<file path="src/rtl/regmodel0_mutex_pkg.sv">
// rtl/regmodel0_mutex_pkg.sv - shared types and constants for the regmodel0 mutex bank
// Purpose: field widths, per-mutex state record and the decoded access operation.
// Ports: none (package).
package regmodel0_mutex_pkg;

    localparam int REQINFO_W = 6;
    localparam int SWID_W    = 31;

    typedef struct packed {
        logic                 locked;
        logic [REQINFO_W-1:0] owner;
        logic [SWID_W-1:0]    swid;
        logic                 contended;
    } mutex_entry_t;

    typedef enum logic [1:0] {
        OP_NONE = 2'd0,
        OP_ACQ  = 2'd1,
        OP_REL  = 2'd2
    } mtx_op_e;

endpackage

</file>
<file path="src/rtl/regmodel0_mutex_entry.sv">
// rtl/regmodel0_mutex_entry.sv - one hardware mutex: try-lock, owner-only release, optional hold timeout
// Purpose: holds one mutex_entry_t and applies the decoded operation for this entry.
// Optional feature macro: REGMODEL0_MUTEX_TIMEOUT_EN (hold counter, forced release, to_o).
// Ports:
//   clk, rst         clock, synchronous active-high reset
//   op_i             decoded operation addressed to this entry
//   reqinfo_i        requester ID of the access
//   swid_din_i       software ID of the access
//   swid_w_i         swid field write strobe
//   rel_o            registered pulse: contended (or timed-out) mutex freed
//   err_o            registered pulse: rejected release
//   to_o             registered pulse: forced release by timeout (feature only)
//   locked_o         current lock state
//   rd_locked_o      post-update lock state, for same-cycle readback
//   rd_swid_o        post-update swid, for same-cycle readback
module regmodel0_mutex_entry
    import regmodel0_mutex_pkg::*;
#(
    parameter int TIMEOUT_CYC = 65535
) (
    input  logic                 clk,
    input  logic                 rst,
    input  mtx_op_e              op_i,
    input  logic [REQINFO_W-1:0] reqinfo_i,
    input  logic [SWID_W-1:0]    swid_din_i,
    input  logic                 swid_w_i,
    output logic                 rel_o,
    output logic                 err_o,
`ifdef REGMODEL0_MUTEX_TIMEOUT_EN
    output logic                 to_o,
`endif
    output logic                 locked_o,
    output logic                 rd_locked_o,
    output logic [SWID_W-1:0]    rd_swid_o
);

    mutex_entry_t      st_q, st_d;
    logic              rel_q, rel_d;
    logic              err_q, err_d;
    logic [SWID_W-1:0] acq_swid;

`ifdef REGMODEL0_MUTEX_TIMEOUT_EN
    localparam int CNT_W = (TIMEOUT_CYC > 2) ? $clog2(TIMEOUT_CYC) : 1;
    localparam logic [CNT_W-1:0] CNT_LAST = CNT_W'(TIMEOUT_CYC - 1);

    logic [CNT_W-1:0] cnt_q, cnt_d;
    logic             to_q, to_d;
    logic             timeout_hit;

    assign timeout_hit = st_q.locked && (cnt_q == CNT_LAST);
`endif

    // swid is only taken from the bus when its strobe accompanies the lock op
    assign acq_swid = swid_w_i ? swid_din_i : '0;

    always_comb begin
        st_d  = st_q;
        rel_d = 1'b0;
        err_d = 1'b0;
        case (op_i)
            OP_ACQ: begin
                if (!st_q.locked) begin
                    st_d.locked    = 1'b1;
                    st_d.owner     = reqinfo_i;
                    st_d.swid      = acq_swid;
                    st_d.contended = 1'b0;
                end else if (!((st_q.owner == reqinfo_i) && (st_q.swid == acq_swid))) begin
                    // a different requester lost the race; remember it so the
                    // eventual release wakes the waiters
                    st_d.contended = 1'b1;
                end
            end
            OP_REL: begin
                if (st_q.locked) begin
                    if ((st_q.owner == reqinfo_i) && (st_q.swid == swid_din_i)) begin
                        st_d  = '0;
                        rel_d = st_q.contended;
                    end else begin
                        err_d = 1'b1;
                    end
                end
            end
            default: ;
        endcase
`ifdef REGMODEL0_MUTEX_TIMEOUT_EN
        // a successful owner release this cycle already cleared locked, so
        // the forced release only fires when the mutex would stay held
        to_d = 1'b0;
        if (timeout_hit && st_d.locked) begin
            st_d  = '0;
            rel_d = 1'b1;
            to_d  = 1'b1;
        end
        // counter restarts on a fresh acquire and idles at zero while free
        if (!st_q.locked || !st_d.locked) begin
            cnt_d = '0;
        end else if (cnt_q != CNT_LAST) begin
            cnt_d = cnt_q + 1'b1;
        end else begin
            cnt_d = cnt_q;
        end
`endif
    end

    always_ff @(posedge clk) begin
        if (rst) begin
            st_q  <= '0;
            rel_q <= 1'b0;
            err_q <= 1'b0;
        end else begin
            st_q  <= st_d;
            rel_q <= rel_d;
            err_q <= err_d;
        end
    end

`ifdef REGMODEL0_MUTEX_TIMEOUT_EN
    always_ff @(posedge clk) begin
        if (rst) begin
            cnt_q <= '0;
            to_q  <= 1'b0;
        end else begin
            cnt_q <= cnt_d;
            to_q  <= to_d;
        end
    end

    assign to_o = to_q;
`endif

    assign rel_o       = rel_q;
    assign err_o       = err_q;
    assign locked_o    = st_q.locked;
    assign rd_locked_o = st_d.locked;
    assign rd_swid_o   = st_d.swid;

endmodule

</file>
<file path="src/rtl/regmodel0_mutex_ctrl.sv">
// rtl/regmodel0_mutex_ctrl.sv - regmodel0 mutex register slave: bank of NUM_MTX hardware mutexes
// Purpose: decodes swid/lock register writes into per-mutex acquire/release,
//          muxes swid/lock readback and collects release/error events.
// Optional feature macro: REGMODEL0_MUTEX_TIMEOUT_EN (forced release after TIMEOUT_CYC, to_evt port).
// Ports:
//   clk, rst     clock, synchronous active-high reset
//   mtx_sel      mutex index of the current access
//   reqinfo      requester ID of the current access
//   swid_din     swid write data, swid_w its strobe
//   swid_r       register read strobe
//   lock_din     lock write value, lock_w its strobe (decides the operation)
//   swid_qout    readback swid, lock_qout readback lock (held until next swid_r)
//   rel_evt      per-mutex release pulse
//   err_evt      rejected release pulse
//   to_evt       forced-release pulse (feature only)
//   lock_vec     live lock state of all mutexes
module regmodel0_mutex_ctrl
    import regmodel0_mutex_pkg::*;
#(
    parameter int NUM_MTX     = 8,
    parameter int SEL_W       = (NUM_MTX > 1) ? $clog2(NUM_MTX) : 1,
    parameter int TIMEOUT_CYC = 65535
) (
    input  logic                 clk,
    input  logic                 rst,
    input  logic [SEL_W-1:0]     mtx_sel,
    input  logic [REQINFO_W-1:0] reqinfo,
    input  logic [SWID_W-1:0]    swid_din,
    input  logic                 swid_w,
    input  logic                 swid_r,
    input  logic                 lock_din,
    input  logic                 lock_w,
    output logic [SWID_W-1:0]    swid_qout,
    output logic                 lock_qout,
    output logic [NUM_MTX-1:0]   rel_evt,
    output logic                 err_evt,
`ifdef REGMODEL0_MUTEX_TIMEOUT_EN
    output logic                 to_evt,
`endif
    output logic [NUM_MTX-1:0]   lock_vec
);

    if ((NUM_MTX < 1) || (NUM_MTX > 32) || (TIMEOUT_CYC < 2)) begin : g_param_check
        $error("regmodel0_mutex_ctrl: parameter out of range");
    end

    mtx_op_e           op       [NUM_MTX];
    logic              rd_locked[NUM_MTX];
    logic [SWID_W-1:0] rd_swid  [NUM_MTX];
    logic [NUM_MTX-1:0] err_vec;
`ifdef REGMODEL0_MUTEX_TIMEOUT_EN
    logic [NUM_MTX-1:0] to_vec;
`endif

    logic [SWID_W-1:0] swid_qout_q, swid_qout_d;
    logic              lock_qout_q, lock_qout_d;

    // an out-of-range select matches no entry, so writes fall on the floor
    always_comb begin
        for (int i = 0; i < NUM_MTX; i++) begin
            op[i] = OP_NONE;
            if (lock_w && (mtx_sel == SEL_W'(i))) begin
                op[i] = lock_din ? OP_ACQ : OP_REL;
            end
        end
    end

    for (genvar g = 0; g < NUM_MTX; g++) begin : g_entry
        regmodel0_mutex_entry #(
            .TIMEOUT_CYC (TIMEOUT_CYC)
        ) u_entry (
            .clk         (clk),
            .rst         (rst),
            .op_i        (op[g]),
            .reqinfo_i   (reqinfo),
            .swid_din_i  (swid_din),
            .swid_w_i    (swid_w),
            .rel_o       (rel_evt[g]),
            .err_o       (err_vec[g]),
`ifdef REGMODEL0_MUTEX_TIMEOUT_EN
            .to_o        (to_vec[g]),
`endif
            .locked_o    (lock_vec[g]),
            .rd_locked_o (rd_locked[g]),
            .rd_swid_o   (rd_swid[g])
        );
    end

    // readback samples post-update state so write+read in one cycle reports
    // whether the write took effect
    always_comb begin
        swid_qout_d = swid_qout_q;
        lock_qout_d = lock_qout_q;
        if (swid_r) begin
            swid_qout_d = '0;
            lock_qout_d = 1'b0;
            for (int i = 0; i < NUM_MTX; i++) begin
                if (mtx_sel == SEL_W'(i)) begin
                    swid_qout_d = rd_swid[i];
                    lock_qout_d = rd_locked[i];
                end
            end
        end
    end

    always_ff @(posedge clk) begin
        if (rst) begin
            swid_qout_q <= '0;
            lock_qout_q <= 1'b0;
        end else begin
            swid_qout_q <= swid_qout_d;
            lock_qout_q <= lock_qout_d;
        end
    end

    assign swid_qout = swid_qout_q;
    assign lock_qout = lock_qout_q;
    assign err_evt   = |err_vec;
`ifdef REGMODEL0_MUTEX_TIMEOUT_EN
    assign to_evt    = |to_vec;
`endif

endmodule

</file>
<file path="config.mk">
export PLATFORM = sky130hd
export DESIGN_NAME = regmodel0_mutex_ctrl
export DESIGN_NICKNAME = d
export VERILOG_FILES = /design/src/rtl/regmodel0_mutex_pkg.sv /design/src/rtl/regmodel0_mutex_entry.sv /design/src/rtl/regmodel0_mutex_ctrl.sv
export SDC_FILE = /design/constraint.sdc
export NUM_CORES = 1
export LEC_CHECK = 0
export BUFFER_PORTS_ARGS = -buffer_cell sky130_fd_sc_hd__buf_4
export CAP_MARGIN = 25
export CORE_ASPECT_RATIO = 2
export CORE_MARGIN = 5
export CORE_UTILIZATION = 36
export CTS_CLUSTER_SIZE = 40
export DETAILED_ROUTE_END_ITERATION = 7
export HOLD_SLACK_MARGIN = 0.02
export PLACE_DENSITY_LB_ADDON = 0.05
export SYNTH_ARGS = -nofsm -noshare
export SYNTH_HDL_FRONTEND = slang
export SYNTH_HIERARCHICAL = 1
export SYNTH_SLANG_ARGS = --single-unit
</file>
<file path="constraint.sdc">
create_clock -name clk -period 9.1 [get_ports clk]
set_clock_uncertainty 0.2 [all_clocks]
set_input_delay 0.455 -clock clk [delete_from_list [all_inputs] [get_ports clk]]
set_output_delay 0.455 -clock clk [all_outputs]
set_load 0.05 [all_outputs]
</file>
==> impl_metrics.yaml <==
global_routing:
  overflow: 0
  grt_max_degree: 104
  grt_antenna_before_repair: 0
  grt_pass1_wl_mm: 174
  track_usage: 0.317
  grt_pass1_vias: 23000
sta:
  worst_pin_slew_ns: 1.10
  fin_crit_sh: 0.532
  timing.fmax_mhz: 207
  slew_headroom: 0.256
  tns_ns: 0
  slew_viol_final: 0
  setup-violations-final: 0
  layout_min_cycle_time_ns: 4.84
  rsz0062_at_grt: "false"
  hold_viol: 0
synthesis:
  syn-num-nets: 3118
  synth-edff-count: 0
  ys.warnings.count: 6
  seq_area_frac_synth: 0.286
  synthCells: 3056
  syn_avg_cell_area_um2: 8.26
  yosys.area_share.simple: 0.216
  ys_seq_elements: 360
  synth.top_cell.area_share: 0.286
  synthMuxAreaShare: 0.0186
  ys_dominant_reg_cell: "dfxtp_1"
  netlist_area_um2: 25200
  yosys.area_share.adder: 0.00793
  yosys-top-cells-area: "dfxtp_1 (29%), a22o_1 (12%), xnor2_1 (8.5%), buf_4 (7.5%), nor2b_1 (6.5%)"
  synth-compound-area-share: 0.251
  synth_top_family_by_area: "compound AO/OA/AOI/OAI gates"
  yosys.cell_types.count: 59
  async_flop_share: 0
  yosys.area.top_type: "dfxtp_1"
  synthXorXnorAreaFrac: 0.103
detailed_routing:
  vias: 23800
  wire_per_inst_um: 33.4
  drcViolationCount: 0
  drt_pass1_iterations: 8
  drtAntennaViolNets: 0
  drt_iter0_markers: 2270
  drt-total-wl_mm: 126
  viasPerCell: 6.34
setup_path:
  worstRegToRegCells: 11
  crit_arrival_ns: 5.14
  cp.required_ns: 9.40
  cp-start-kind: "input port"
  worst_setup_path_end_kind: "register"
  worstPathMaxFanout: 38
  r2r-end: "swid_qout[24]"
  critPathKind: "input port to register"
  reg2reg_slack_ns: 4.73
  r2r_start: "g_entry[0].u_entry/st_q[8]"
cells_and_area:
  fin_nets: 2892
  area.growth.synth_to_final_pct: 4.23
  post-route-util: 0.378
  seqCellArea_um2: 7210
  nFillCells: 7274
  multi_input_area_um2: 15200
  final_common_cell: "dfxtp_1"
  diodes: 0
  final_cell_mix: "dfxtp_1 (360), a22o_1 (353), nor2b_1 (262)"
  drive_gt1_frac: 0.0850
  finish.instance_area_um2: 26300
clocking:
  clk_pin_slew_worst_paths_ns: 0.07
  cts_tree: "done"
  cts-buffers-inserted: 39
  postCtsSetupBuffers: 0
  root_buffer: "clkbuf_16"
  cts.sinks: 360
  cts_resized: 0
  clk_latency_ns: 0.60
  clock_path_buffers: 3
  htree_levels: 2
  ctsHoldBuffers: 2
floorplan:
  die_h_um: 384
  initial_core_util: 0.363
  num_rows: 137
  die-area_um2: 75800
  die_w_um: 197
  io_pins: 95
  core_area_um2: 69600
place:
  place_congestion: 0.991
  placed_area_um2: 25000
  numPortBuffers: 94
  hpwl_mm: 90.4
worst_hold_path:
  min_from: "swid_din[4]"
  min_to: "g_entry[7].u_entry/st_q[5]"
  hold_class: "input port to register"
  hold_depth: 2
job:
  maxCapViolCount: 0
power_and_ir_drop:
  power.density_nw_per_um2: 143
  p_leak_nw: 9.09
  ir_worst_vdd_mv: 0.117
status:
  status: "finished, final reports clean"
## how the worst max path moves through the flow
stage	start	to	slack, ns	depth (start not counted)
floorplan	mtx_sel[2]	swid_qout[17]	5.54	16
global placement	swid_din[10]	swid_qout[16]	3.65	12
detailed placement	mtx_sel[1]	swid_qout[13]	3.85	13
CTS	mtx_sel[1]	swid_qout[13]	4.44	13
global route	mtx_sel[1]	swid_qout[13]	4.11	13
finish	mtx_sel[1]	swid_qout[13]	4.26	13
## state kept, by name, summed over array words and instances, names as in the netlist
signal	cells
swid_qout	31
lock_qout	1
g_entry.u_entry/st_q	304
g_entry.u_entry/err_o	8
g_entry.u_entry/locked_o	8
g_entry.u_entry/rel_o	8
## kinds of logic after synthesis
| group | Yosys count |
|---|---|
| AO/OA/AOI/OAI | 830 |
| buffers and inverters | 521 |
| flip-flops | 360 |
| multiplexers | 47 |
| AND/OR/NAND/NOR | 986 |
| adder cells (fa/ha/maj) | 16 |
| XOR/XNOR | 296 |
## metal layers
| layer | global-route usage | wire [um] |
|---|---|---|
| met4 | 0.239 | 11900 |
| met2 | 0.566 | 63200 |
| met1 | 0.340 | 44400 |
| met5 | 0 | 0 |
| met3 | 0.0304 | 6070 |
## area by class of cell
class / instances / area share
clock buffers: 57 / 0.0439
clock inverters: 12 / 0.00319
inverters: 100 / 0.0143
multi-input cells: 2175 / 0.576
flip-flops and latches: 360 / 0.274
well taps: 903 / 0.0429
repair buffers: 154 / 0.0455
## cell usage after synthesis (4+ instances only)
cell / instances
o31ai_1: 15
a2bb2oi_1: 7
inv_1: 99
o21ai_1: 18
a21oi_1: 25
nand3_1: 34
nor4b_1: 9
buf_1: 17
nor3_1: 23
buf_4: 252
o2bb2ai_1: 28
nand2b_1: 26
a21boi_0: 6
buf_2: 40
o21ai_0: 126
dfxtp_1: 360
o221ai_1: 14
or3_1: 15
and3_1: 23
nor2b_1: 264
nor3b_1: 7
o22ai_1: 43
a22o_1: 353
nand4_1: 178
nand3b_1: 28
mux2i_1: 47
clkbuf_1: 108
xnor2_1: 245
a311oi_1: 4
a211oi_1: 36
o311ai_0: 42
nand2_1: 177
nor2_1: 137
ha_1: 16
nand4bb_1: 5
xor2_1: 51
a22oi_1: 62
nor4_1: 38
or2_2: 7
o21a_1: 43
## report_power, final
group	switching [mW]	internal, mW
Sequential	0.00872	1.58
Clock	0.762	0.885
Combinational	0.391	0.138
## worst max-delay path: stages
cell and delay [ns]:
buf_4 0.50, nand2_1 0.65, buf_4 0.43, nor2_1 0.28
inv_1 0.09, ha_1 0.37, or3_1 0.17, a2bb2oi_4 0.77
a22o_1 0.37, mux2i_1 0.27, a22oi_1 0.28, o21ai_1 0.09
a311oi_1 0.29
## per-stage QoR
stage | setup WS, ns | cells | hold WS (ns) | power, mW
global placement | 3.65 | 3685 | 0.263 | 2.14
global route | 4.11 | 3761 | 0.0701 | 3.86
detailed placement | 3.85 | 3688 | 0.278 | 2.14
CTS | 4.44 | 3759 | 0.0443 | 3.79
finish | 4.26 | 3761 | 0.0953 | 3.76
floorplan | 5.54 | 3056 | 0.245 | 1.87
No activity file was read; power rests on OpenSTA's default activity.
